$ cat src/rtl/stream_upsizer.sv
// Packs RATIO narrow beats into one wide word with a registered valid/ready output.
// A packet-end flag flushes a partial word with unused lanes zeroed and masked via keep.
module stream_upsizer #(
  parameter int unsigned IN_WIDTH = 32,
  parameter int unsigned RATIO    = 4
) (
  input  logic                      clk,
  input  logic                      rst_n,
  input  logic                      in_valid_i,
  output logic                      in_ready_o,
  input  logic [IN_WIDTH-1:0]       in_data_i,
  input  logic                      in_last_i,
  output logic                      out_valid_o,
  input  logic                      out_ready_i,
  output logic [IN_WIDTH*RATIO-1:0] out_data_o,
  output logic [RATIO-1:0]          out_keep_o,
  output logic                      out_last_o
);

  localparam int unsigned OutW = IN_WIDTH * RATIO;
  localparam int unsigned CntW = $clog2(RATIO);
  localparam logic [CntW-1:0] CntMax = CntW'(RATIO - 1);

  logic [CntW-1:0]  cnt_q, cnt_d;
  logic [OutW-1:0]  acc_q, acc_d;
  logic             out_valid_q, out_valid_d;
  logic [OutW-1:0]  out_data_q, out_data_d;
  logic [RATIO-1:0] out_keep_q, out_keep_d;
  logic             out_last_q, out_last_d;

  logic             accept;
  logic             complete;
  logic [OutW-1:0]  merged;
  logic [RATIO-1:0] keep_new;

  // Depends only on output state and out_ready_i, so no in_* to out_* path.
  assign in_ready_o = !out_valid_q || out_ready_i;

  always_comb begin
    accept   = in_valid_i && in_ready_o;
    complete = accept && ((cnt_q == CntMax) || in_last_i);

    // Lanes above cnt_q are still zero because the accumulator clears per word.
    merged = acc_q;
    merged[cnt_q*IN_WIDTH +: IN_WIDTH] = in_data_i;

    keep_new = '0;
    for (int unsigned k = 0; k < RATIO; k++) begin
      keep_new[k] = (CntW'(k) <= cnt_q);
    end

    cnt_d       = cnt_q;
    acc_d       = acc_q;
    out_valid_d = out_valid_q;
    out_data_d  = out_data_q;
    out_keep_d  = out_keep_q;
    out_last_d  = out_last_q;

    if (accept) begin
      if (complete) begin
        cnt_d = '0;
        acc_d = '0;
      end else begin
        cnt_d = cnt_q + CntW'(1);
        acc_d = merged;
      end
    end

    if (complete) begin
      out_valid_d = 1'b1;
      out_data_d  = merged;
      out_keep_d  = keep_new;
      out_last_d  = in_last_i;
    end else if (out_ready_i) begin
      out_valid_d = 1'b0;
    end
  end

  always_ff @(posedge clk or negedge rst_n) begin
    if (!rst_n) begin
      cnt_q       <= '0;
      acc_q       <= '0;
      out_valid_q <= 1'b0;
      out_data_q  <= '0;
      out_keep_q  <= '0;
      out_last_q  <= 1'b0;
    end else begin
      cnt_q       <= cnt_d;
      acc_q       <= acc_d;
      out_valid_q <= out_valid_d;
      out_data_q  <= out_data_d;
      out_keep_q  <= out_keep_d;
      out_last_q  <= out_last_d;
    end
  end

  assign out_valid_o = out_valid_q;
  assign out_data_o  = out_data_q;
  assign out_keep_o  = out_keep_q;
  assign out_last_o  = out_last_q;

endmodule

$ cat config.mk
export PLATFORM = sky130hd
export DESIGN_NAME = stream_upsizer
export DESIGN_NICKNAME = d
export VERILOG_FILES = /design/src/rtl/stream_upsizer.sv
export SDC_FILE = /design/constraint.sdc
export NUM_CORES = 1
export LEC_CHECK = 0
export CELL_PAD_IN_SITES_DETAIL_PLACEMENT = 0
export CELL_PAD_IN_SITES_GLOBAL_PLACEMENT = 2
export CORE_MARGIN = 2
export CORE_UTILIZATION = 35
export DETAILED_ROUTE_END_ITERATION = 10
export PLACE_DENSITY_LB_ADDON = 0.1
export SYNTH_ARGS = -nofsm -noshare
export SYNTH_HDL_FRONTEND = slang
export SYNTH_SLANG_ARGS = --single-unit
$ cat constraint.sdc
create_clock -name clk -period 2.9 [get_ports clk]
set_clock_uncertainty 0.2 [all_clocks]
set_input_delay 0.58 -clock clk [delete_from_list [all_inputs] [get_ports clk]]
set_output_delay 0.58 -clock clk [all_outputs]
set_load 0.1 [all_outputs]
# Word-level counts from Yosys, hierarchy flattened
# Cells that the tools add are included.
# word_totals
ff_bits	264
inputBits	37
out_inout_bits	135
elab_cells	26
# op_classes
add_sub_neg	2
order_cmp	4
eq_ne	1
shifts	2
n_mux	5
n_reduce_logical	6
# op_table
operator	count
$bwmux 128	1
$mux 128	1
$shift 32x34->128 const A	1
$shiftx 32x34->128	1
$neg 7->34	1
$le 1x2->1 const A	2
$le 2x2->1 const A	2
$add 2x1->2 const B	1
$eq 2x2->1 const B	1
$logic_and 1x1->1	2
$logic_or 1x1->1	2
$mux 1	2
$mux 2	1
$reduce_bool 2->1	1
$logic_not 1->1	1

# Longest topological paths before layout
# logic_depth
word_depth	5
depth_mapped	9
ltp_nobuf	5

# Worst setup path after synthesis
# No wires, ideal clock.
# synth_timing
path_type	register -> output
from	register out_valid_q, in the netlist out_valid_o
to	output in_ready_o
t_arrival_ps	2311
t_required_ps	2120
path_slack_ps	-191
path_stages_with_launch	5
path_buffers	2
cell_sequence	dfrtp_1 nor2b_4 inv_1 buf_2 buf_1
# synth_between
elab_chain_cells	2
# synth_lines
item	line	rtl
from (decl)	26	logic out_valid_q, out_valid_d;
from (signal assigned)	90	out_valid_q <= out_valid_d;
$logic_not 1->1	37	assign in_ready_o = !out_valid_q || out_ready_i;
$logic_or 1x1->1	37	
to (decl)	10	output logic in_ready_o,
# No other way between the ends.

# Worst setup path after layout
# layout_timing
from	input out_ready_i
to	output in_ready_o
# layout_between
elab_chain_cells	1
# layout_lines
item	line	rtl
from (decl)	14	input logic out_ready_i,
$logic_or 1x1->1	37	
# No other way between the ends.

==> metrics.cfg <==
[outcome]
status = finished, final reports clean

[critical_path]
cp_max_fo = 27
cp-startpoint = out_ready_i
worstSetupStartpointType = input port
rr_worst_depth = 5
critPathArrivalTime_ns = 1.84
cp_data_required_time_ns = 2.12
worstSetupPathType = input port to output pin
reg2reg_to = out_data_o[43]$_DFFE_PN0P_
reg2reg_setup_slack_ns = 0.32
crit_path_end_kind = output pin
r2r-start = cnt_q[0]$_DFFE_PN0P_

[timing]
slew_violations = 0
worst_slew_pin_slew_ns = 0.955
setup_violations = 0
relSlewSlack_pct = 36.1
rsz0062_at_grt = false
fmax_mhz = 381
fin_crit_sh_pct = 90.4
hold_viol = 0
period_minus_slack_ns = 2.62
fin_tns_setup_ns = 0

[finish]
nets = 1215
fin_cells = 1636
drive_gt1_share_pct = 21.1
diodes = 0
final_util_pct = 44.3
final_area_sq_um = 14500
syn2layout_area_growth_pct = 24.1

[hold_path]
min_from = acc_q[95]$_DFFE_PN0P_
holdPathStages = 1
hold_class = flip-flop to flip-flop
min_to = acc_q[95]$_DFFE_PN0P_

[flow_run]
cap_viol_max_count = 0

[yosys]
synth_warnings = 0
ys_async_sr_fraction_pct = 100
synth_edf_count = 0
yosysTopAreaCell = dfrtp_1
synth_common_cells = dfrtp_1 (264), a21oi_1 (225), a31oi_1 (129), a22o_1 (97), nor2b_1 (97)
synth_cell_type_count = 35
syn-num-nets = 1115
synth_top_area_share_pct = 56.4
avgSynthCellArea_sq_um = 10.9
synth.most_common_cell = dfrtp_1
yosys_most_used_dff = dfrtp_1
synth_area_sq_um = 11700
synth_area_leaders = dfrtp_1 (56%), a21oi_1 (9.6%), a22o_1 (7.3%), a31oi_1 (6.9%), nor2b_1 (5.2%)
ys_seq_area_share_pct = 56.4
ys_ff_latch = 264
syn_inst = 1071

[clock_network]
cts_sinks = 264
clock_tree.buffer_depth = 3
cts_tree = built
cts_root_buffer = clkbuf_16
cts_buffers = 30
htreeDepth = 1
clkTransAtPathRegs_ns = 0.06
clock_latency_ns = 0.55
post_cts_buffers = 0

[detailed_routing]
drt-initial-drc-count = 644
via_count = 9447
routed_wirelength_mm = 38.7
final_antenna_net_count = 0
viasPerCell = 5.77
dr.pass1.iters = 5
wl_per_cell_um = 23.6
drc_errors = 0

[global_routing]
grt_max_degree = 139
grt_pass1_wl_mm = 60.5
grt-ovfl-total = 0
grt_pass1_vias = 9331
grt.total_usage_pct = 21.9
grt_antenna_before_repair = 0

[die]
start_util_pct = 35.7
die_height_um = 187
rows = 66
coreArea_sq_um = 32800
die_w_um = 187
io_pins = 172
dieArea_sq_um = 34900

[pwr]
peakVddDrop_uv = 504
p_leak_nw = 6.34
power_density_nw_per_um2 = 982

[placed_design]
place_congestion = 0.767
post-place-cells = 1580
dp_hpwl_mm = 23.6
io_buffer_count = 171
post_dp_cell_area_sq_um = 13500

[layer usage]
layer	vias to the layer above	global-route usage [%]	part of all wire, %
met5	-	0	0
li1	4237	-	-
met1	4851	33.4	48
met3	38	3.53	5.9
met4	0	4.03	1.5
met2	321	32.9	44
[state kept, by name, summed over array words and instances, names as in the netlist]
name,flops
out_valid_o,1
out_data_o,128
cnt_q,2
out_last_o,1
acc_q,128
out_keep_o,4
[critical path: stages]
cell	delay (ns)
clkdlybuf4s50_1	0.50
nor2b_4	0.06
buf_4	0.15
inv_4	0.29
buf_12	0.23
[layout make-up]
| class | count | area [sq um] |
|---|---|---|
| clock buffers | 51 | 981 |
| clock inverters | 4 | 70.1 |
| fillers | 3145 | 18200 |
| inverters | 8 | 32.5 |
| multi-input cells | 646 | 4340 |
| flip-flops and latches | 264 | 6610 |
| well taps | 442 | 553 |
| repair buffers | 221 | 1950 |
[cells by family (layout without fill, tap and decap cells)]
group / after synthesis / after routing / synth area share (%)
AO/OA/AOI/OAI: 522 / 522 / 29.3
adder cells (fa/ha/maj): 7 / 7 / 0.748
buffers and inverters: 161 / 284 / 6.89
flip-flops: 264 / 264 / 56.4
multiplexers: 2 / 2 / 0.182
AND/OR/NAND/NOR: 115 / 115 / 6.45
[metrics by stage]
stage	worst slack [ns]	power, mW	hold slack (ns)
3_5_place_dp	0.0729	10.4	0.280
6_report	0.278	14.3	0.289
2_1_floorplan	0.124	8.85	0.0844
3_3_place_gp	0.0953	10.4	0.273
4_1_cts	0.266	14.4	0.283
5_1_grt	0.163	14.8	0.298
[worst max-delay path by stage]
stage	to	slack, ns	depth (start not counted)
final	in_ready_o	0.28	5
after global routing	out_data_o[38]$_DFFE_PN0P_	0.16	5
after CTS	in_ready_o	0.27	5
after detailed placement	out_keep_o[1]$_DFFE_PN0P_	0.07	5
after global placement	out_data_o[42]$_DFFE_PN0P_	0.1	5
after floorplan	in_ready_o	0.12	4
[timing repair]
item,4_1_cts,5_1_grt
resized for setup,0,0
setup endpoints to repair,0,0
endpoints found under the hold margin,37,0
hold buffers,1,0
[cells in the final DEF, fill, tap and decap left out, drive strengths merged, types with 2 or more instances in the layout]
| cell | instances |
|---|---|
| a21oi | 225 |
| a22o | 97 |
| a31oi | 129 |
| a32o | 32 |
| a32oi | 31 |
| and4 | 3 |
| and4bb | 2 |
| buf | 186 |
| bufinv | 2 |
| clkbuf | 51 |
| clkdlybuf4s50 | 34 |
| clkinv | 2 |
| dfrtp | 264 |
| ha | 7 |
| inv | 8 |
| nand2 | 2 |
| nor2 | 2 |
| nor2b | 98 |
| nor3 | 2 |
| o211ai | 4 |
| or2 | 2 |
[report_power, final]
part,internal [mW],leakage [nW],total [mW],switching (mW)
sequential,4.20,3.40,4.57,0.370
clock,2.45,0.520,3.98,1.53
combinational,1.15,2.42,5.73,4.58
total,7.80,6.34,14.3,6.48
Power figures use the tool's default switching activity.
